--- src/rtl/mips_pkg.sv ---
`default_nettype none
// ============================================================================
// Module      : mips_pkg
// Description : Types and constants shared by the PC sequencer and its
//               next-PC target calculator.
// Revision    : 1.0 - initial release
// ============================================================================
package mips_pkg;

  localparam int PC_W       = 32;
  localparam int WORD_SHIFT = 2;

  // Fetch/execute handshake states
  typedef enum logic [1:0] {
    BOOT  = 2'd0,
    FETCH = 2'd1,
    EXEC  = 2'd2
  } seq_state_t;

  // Next-PC source, listed from lowest to highest priority
  typedef enum logic [1:0] {
    SEQ = 2'd0,
    BR  = 2'd1,
    J   = 2'd2,
    JR  = 2'd3
  } pc_src_t;

endpackage
`default_nettype wire

--- src/rtl/pc_target_calc.sv ---
`default_nettype none
// ============================================================================
// Module      : pc_target_calc
// Description : Combinational next-PC target generation and priority select
//               (jump_reg > jump > branch_taken > sequential).
// Revision    : 1.0 - initial release
// ============================================================================
module pc_target_calc
  import mips_pkg::*;
#(
  parameter int JIDX_W = 26
) (
  input  logic [PC_W-1:0]   pc_plus4,
  input  logic              branch_taken,
  input  logic [15:0]       branch_imm,
  input  logic              jump,
  input  logic [JIDX_W-1:0] jump_index,
  input  logic              jump_reg,
  input  logic [PC_W-1:0]   jr_target,
  output logic [PC_W-1:0]   target,
  output pc_src_t           src,
  output logic              jr_misaligned
);

  logic [PC_W-1:0] w_br_off;
  logic [PC_W-1:0] w_br_target;
  logic [PC_W-1:0] w_j_target;
  logic [PC_W-1:0] w_jr_target;

  // Word offset sign-extended and scaled to a byte offset
  assign w_br_off    = {{(PC_W-16-WORD_SHIFT){branch_imm[15]}}, branch_imm, {WORD_SHIFT{1'b0}}};
  assign w_br_target = pc_plus4 + w_br_off;

  // Region bits come from the delay-slot address (pc+4), not the jump itself
  assign w_j_target  = {pc_plus4[PC_W-1:JIDX_W+WORD_SHIFT], jump_index, {WORD_SHIFT{1'b0}}};

  // Register targets are forced to word alignment; the low bits only flag an error
  assign w_jr_target   = {jr_target[PC_W-1:WORD_SHIFT], {WORD_SHIFT{1'b0}}};
  assign jr_misaligned = |jr_target[WORD_SHIFT-1:0];

  // Priority select of the next-PC source
  always_comb begin
    target = pc_plus4;
    src    = SEQ;
    if (jump_reg) begin
      target = w_jr_target;
      src    = JR;
    end else if (jump) begin
      target = w_j_target;
      src    = J;
    end else if (branch_taken) begin
      target = w_br_target;
      src    = BR;
    end
  end

endmodule
`default_nettype wire

--- src/rtl/pc_sequencer.sv ---
`default_nettype none
// ============================================================================
// Module      : pc_sequencer
// Description : PC register, instruction-fetch handshake and next-PC update
//               for the single-cycle MIPS core.
//               Optional macro DELAY_SLOT_EN: MIPS branch delay slot, the
//               taken target is held pending for one instruction.
// Revision    : 1.0 - initial release
// ============================================================================
module pc_sequencer
  import mips_pkg::*;
#(
  parameter logic [31:0] RESET_PC = 32'h0000_0000,
  parameter int          JIDX_W   = 26
) (
  input  logic              clk,
  input  logic              rst_n,
  output logic              fetch_req,
  output logic [31:0]       fetch_addr,
  input  logic              fetch_ack,
  input  logic              instr_done,
  input  logic              branch_taken,
  input  logic [15:0]       branch_imm,
  input  logic              jump,
  input  logic [JIDX_W-1:0] jump_index,
  input  logic              jump_reg,
  input  logic [31:0]       jr_target,
  output logic [31:0]       pc,
  output logic [31:0]       pc_plus4,
  output logic              redirect,
  output logic              align_err
);

  seq_state_t      r_state;
  logic [PC_W-1:0] r_pc;
  logic            r_fetch_req;
  logic            r_redirect;
  logic            r_align_err;

  logic [PC_W-1:0] w_pc_plus4;
  logic [PC_W-1:0] w_target;
  pc_src_t         w_src;
  logic            w_jr_misaligned;

  assign w_pc_plus4 = r_pc + 32'd4;

  pc_target_calc #(
    .JIDX_W (JIDX_W)
  ) u_target_calc (
    .pc_plus4      (w_pc_plus4),
    .branch_taken  (branch_taken),
    .branch_imm    (branch_imm),
    .jump          (jump),
    .jump_index    (jump_index),
    .jump_reg      (jump_reg),
    .jr_target     (jr_target),
    .target        (w_target),
    .src           (w_src),
    .jr_misaligned (w_jr_misaligned)
  );

`ifdef DELAY_SLOT_EN
  logic            r_pend_valid;
  logic [PC_W-1:0] r_pend_target;

  // Fetch FSM, PC update and delayed-transfer bookkeeping
  always_ff @(posedge clk or negedge rst_n) begin
    if (!rst_n) begin
      r_state       <= BOOT;
      r_pc          <= RESET_PC;
      r_fetch_req   <= 1'b0;
      r_redirect    <= 1'b0;
      r_align_err   <= 1'b0;
      r_pend_valid  <= 1'b0;
      r_pend_target <= '0;
    end else begin
      r_redirect <= 1'b0;
      case (r_state)
        BOOT: begin
          r_state     <= FETCH;
          r_fetch_req <= 1'b1;
        end
        FETCH: begin
          if (fetch_ack) begin
            r_state     <= EXEC;
            r_fetch_req <= 1'b0;
          end
        end
        EXEC: begin
          if (instr_done) begin
            r_state     <= FETCH;
            r_fetch_req <= 1'b1;
            if (r_pend_valid) begin
              // Delay-slot instruction retires: its own control inputs are ignored
              r_pc         <= r_pend_target;
              r_redirect   <= 1'b1;
              r_pend_valid <= 1'b0;
            end else begin
              r_pc <= w_pc_plus4;
              if (w_src != SEQ) begin
                r_pend_target <= w_target;
                r_pend_valid  <= 1'b1;
              end
              if (w_src == JR && w_jr_misaligned) begin
                r_align_err <= 1'b1;
              end
            end
          end
        end
        default: begin
          r_state     <= BOOT;
          r_fetch_req <= 1'b0;
        end
      endcase
    end
  end
`else
  // Fetch FSM and immediate PC update on instruction completion
  always_ff @(posedge clk or negedge rst_n) begin
    if (!rst_n) begin
      r_state     <= BOOT;
      r_pc        <= RESET_PC;
      r_fetch_req <= 1'b0;
      r_redirect  <= 1'b0;
      r_align_err <= 1'b0;
    end else begin
      r_redirect <= 1'b0;
      case (r_state)
        BOOT: begin
          r_state     <= FETCH;
          r_fetch_req <= 1'b1;
        end
        FETCH: begin
          if (fetch_ack) begin
            r_state     <= EXEC;
            r_fetch_req <= 1'b0;
          end
        end
        EXEC: begin
          if (instr_done) begin
            r_state     <= FETCH;
            r_fetch_req <= 1'b1;
            r_pc        <= w_target;
            r_redirect  <= (w_src != SEQ);
            if (w_src == JR && w_jr_misaligned) begin
              r_align_err <= 1'b1;
            end
          end
        end
        default: begin
          r_state     <= BOOT;
          r_fetch_req <= 1'b0;
        end
      endcase
    end
  end
`endif

  assign pc         = r_pc;
  assign pc_plus4   = w_pc_plus4;
  assign fetch_addr = r_pc;
  assign fetch_req  = r_fetch_req;
  assign redirect   = r_redirect;
  assign align_err  = r_align_err;

endmodule
`default_nettype wire

--- config.mk ---
export PLATFORM = sky130hd
export DESIGN_NAME = pc_sequencer
export DESIGN_NICKNAME = d
export VERILOG_FILES = /design/src/rtl/mips_pkg.sv /design/src/rtl/pc_target_calc.sv /design/src/rtl/pc_sequencer.sv
export SDC_FILE = /design/constraint.sdc
export NUM_CORES = 1
export LEC_CHECK = 0
export ABC_AREA = 0
export BUFFER_PORTS_ARGS = -buffer_cell sky130_fd_sc_hd__buf_2
export CORE_ASPECT_RATIO = 0.8
export CORE_MARGIN = 1
export CORE_UTILIZATION = 46
export DETAILED_ROUTE_END_ITERATION = 7
export GPL_ROUTABILITY_DRIVEN = 1
export PLACE_DENSITY = 0.79
export SYNTH_ARGS = -nofsm -noshare
export SYNTH_HDL_FRONTEND = slang
export SYNTH_HIERARCHICAL = 1
export SYNTH_SLANG_ARGS = --single-unit
--- constraint.sdc ---
create_clock -name clk -period 3.62 [get_ports clk]
set_clock_uncertainty 0.15 [all_clocks]
set_input_delay 0.362 -clock clk [delete_from_list [all_inputs] [get_ports clk]]
set_output_delay 0.362 -clock clk [all_outputs]
set_load 0.01 [all_outputs]
==> results.cfg <==
[global_routing]
antenna_found_initial = 0
grt_overflow_total = 0
track_usage = 0.328
first_global_vias = 5034
grt_pass1_wl_um = 26300
grt_max_degree = 44

[yosys]
ys_seq_area_frac = 0.197
synth.avg_cell_area_um2 = 7.96
synth_warnings = 6
synth.distinct_cells = 58
synth_seq_cells = 36
syn_area_um2 = 4570
async_reset_ff_frac = 1.00
syn-instance-count = 574
synth_edf_count = 0
synth_nets = 686
synth_ff_type = dfrtp_1

[setup_path]
crit_cells = 15
critical_path.max_stage_delay_ps = 410
worst-path-buf-inv = 1
required_ps = 3620
r2r_slack_ps = -250
cp_top_family = compound AO/OA/AOI/OAI gates
cp_common_cell = nor3_4
end_kind = flip-flop
startpoint_type = flip-flop
critical_path_arrival_ps = 3870
timing.rr.end = fetch_addr[26]$_DFFE_PN0P_
slowest_stage = ha_1
rr_worst_depth = 15
crit_chain = nand4_4 > nor3_4 > buf_6 > xnor2_2 > ha_1 > nand3_2 > o22ai_2 > nor3_4 > a2111oi_2 > nor2_1 > a31o_2 > xnor2_1 > mux2i_1 > a21oi_1 > mux2_2
timing.rr.start = fetch_addr[7]$_DFFE_PN0P_
crit_path_max_fanout = 5
critical_path_class = reg -> reg

[final_layout]
syn_to_final_growth_pct = 48.2
postLayoutCellArea_um2 = 6770
drive_gt1_frac = 0.512
final_cell_mix = 179 x buf_2, 103 x buf_4, 59 x nand2_1
antenna_cells = 0
fin_cells = 949
fill_cells = 724
regArea_um2 = 906
utilization = 0.702
multi_input_area_um2 = 3750
nets = 925
layout_commonest_cell = buf_2

[placed_design]
dpl_cell_area_um2 = 6070
hpwlAfterDp_um = 14000
io_buffers = 179
dpl.cell_count = 929
gp_congestion = 1.01

[routing]
drcViolationCount = 0
drt_pre_antenna_iters = 7
postRouteAntennaNets = 0
wl_per_cell_um = 20.1
vias = 5760
routed_wl_um = 19000
via_per_inst = 6.07
drt-initial-drc-count = 630

[clock_network]
cts_tree = built
cts_sinks = 36
clk_latency_ps = 270
clk_pin_slew_ps = 50
clk_path_buf_depth = 2
cts_max_level = 2
numCtsBuffers = 5
clock-root-buffer = clkbuf_16
postCtsHoldBufs = 0

[sta]
rsz0062_at_grt = yes
period_share = 1.07
report.final.slew_viol_count = 0
hold_violations = 0
worst_slew_pin_slew_ps = 1130
layout_min_cycle_time_ps = 3870
setup_viol = 14
fmaxAchievable_mhz = 259
layout_setup_ws_ps = -247
relSlewSlack = 0.248

[floorplan]
start_util = 0.474
io_pins = 180
die_h_um = 91.2
rows = 32
die_area_um2 = 10300
chipWidth_um = 113
coreArea_um2 = 9650

[run_status]
violations = setup timing
status = finished, violations left

[power_and_ir_drop]
powerDensity_nw_per_um2 = 914
ir_drop_uv = 539
p_leak_nw = 3.35
total_power_mw = 6.19

[hold_path]
hold_path_class = in -> async

[flow_run]
maxCapViolCount = 0
[worst max-delay path by stage]
stage	from	to	slack, ps
2_1_floorplan	fetch_addr[3]$_DFFE_PN0P_	fetch_addr[29]$_DFFE_PN0P_	-110
3_3_place_gp	fetch_addr[3]$_DFFE_PN0P_	fetch_addr[30]$_DFFE_PN0P_	-190
3_5_place_dp	fetch_addr[6]$_DFFE_PN0P_	fetch_addr[30]$_DFFE_PN0P_	-180
4_1_cts	fetch_addr[3]$_DFFE_PN0P_	fetch_addr[28]$_DFFE_PN0P_	-20
5_1_grt	fetch_addr[8]$_DFFE_PN0P_	fetch_addr[26]$_DFFE_PN0P_	-330
6_report	fetch_addr[7]$_DFFE_PN0P_	fetch_addr[26]$_DFFE_PN0P_	-250
[Yosys cell counts (7+ instances only)]
| cell type | count | area, µm² |
|---|---|---|
| mux2_2 | 34 | 383 |
| nand3_1 | 19 | 95.1 |
| o21ai_0 | 29 | 145 |
| nand4_1 | 13 | 81.3 |
| o211ai_1 | 7 | 52.6 |
| mux2i_1 | 14 | 140 |
| clkbuf_1 | 19 | 71.3 |
| xnor2_1 | 32 | 280 |
| ha_1 | 30 | 375 |
| dfrtp_1 | 36 | 901 |
| nand2_1 | 60 | 225 |
| a211oi_1 | 9 | 67.6 |
| a31oi_1 | 9 | 56.3 |
| and3_1 | 7 | 43.8 |
| o22ai_1 | 8 | 50.1 |
| buf_4 | 34 | 255 |
| a21oi_1 | 49 | 245 |
| xor2_1 | 22 | 193 |
| a21o_1 | 14 | 105 |
| inv_1 | 12 | 45.0 |
| nor2_1 | 42 | 158 |
[area by class of cell]
cell class	instances	share of cell area
Tap cell	136	0.0251
Sequential cell	36	0.134
Timing Repair Buffer	289	0.258
Multi-Input combinational cell	468	0.553
Clock buffer	7	0.0225
Inverter	13	0.00720
[metal layers]
layer  GRT usage  wire length, µm  share of wire  up-vias
met5           0                0              0        -
li1            -                -              -     2521
met4      0.0965              639          0.034        0
met2       0.486             8530           0.45      385
met1       0.486             7580           0.40     2791
met3      0.0514             2300           0.12       63
[through the flow]
stage	TNS, ps	hold slack, ps	setup WS [ps]
final	-1640	30.7	-247
after CTS	-46.4	58.8	-18.6
after global routing	-3060	97.0	-330
after floorplan	-138	-83.6	-110
after detailed placement	-570	313	-179
after global placement	-264	308	-188
[kinds of logic after synthesis]
| logic type | after synthesis | share of synthesized area |
|---|---|---|
| AO/OA/AOI/OAI | 155 | 0.215 |
| XOR/XNOR | 54 | 0.103 |
| adder cells (fa/ha/maj) | 31 | 0.0865 |
| buffers and inverters | 70 | 0.0859 |
| flip-flops | 36 | 0.197 |
| multiplexers | 48 | 0.114 |
| AND/OR/NAND/NOR | 180 | 0.197 |
[worst reg2reg max path, stage by stage, from the launching register on]
cell,delay (ps)
dfrtp_1,400
nand4_4,210
nor3_4,340
buf_6,150
xnor2_2,70
ha_1,410
nand3_2,170
o22ai_2,300
nor3_4,80
a2111oi_2,360
nor2_1,100
a31o_2,260
xnor2_1,140
mux2i_1,150
a21oi_1,120
mux2_2,330
[report_power, final]
group          total [mW]  internal (mW)  leakage [nW]  switching [mW]
combinational        4.86           2.30          2.84            2.56
sequential          0.888          0.588         0.438           0.300
clock               0.446          0.289        0.0760           0.157
[timing repair]
| action | CTS | global route |
|---|---|---|
| buffers inserted | 6 | 7 |
| setup endpoints to repair | 9 | 20 |
| resized for setup | 9 | 78 |
| pin swaps | 11 | 46 |
[state kept, by name (all words and copies together), names as in the netlist]
| name | count |
|---|---|
| fetch_addr | 32 |
| redirect | 1 |
| r_state | 2 |
| align_err | 1 |
Power figures use the tool's default switching activity.
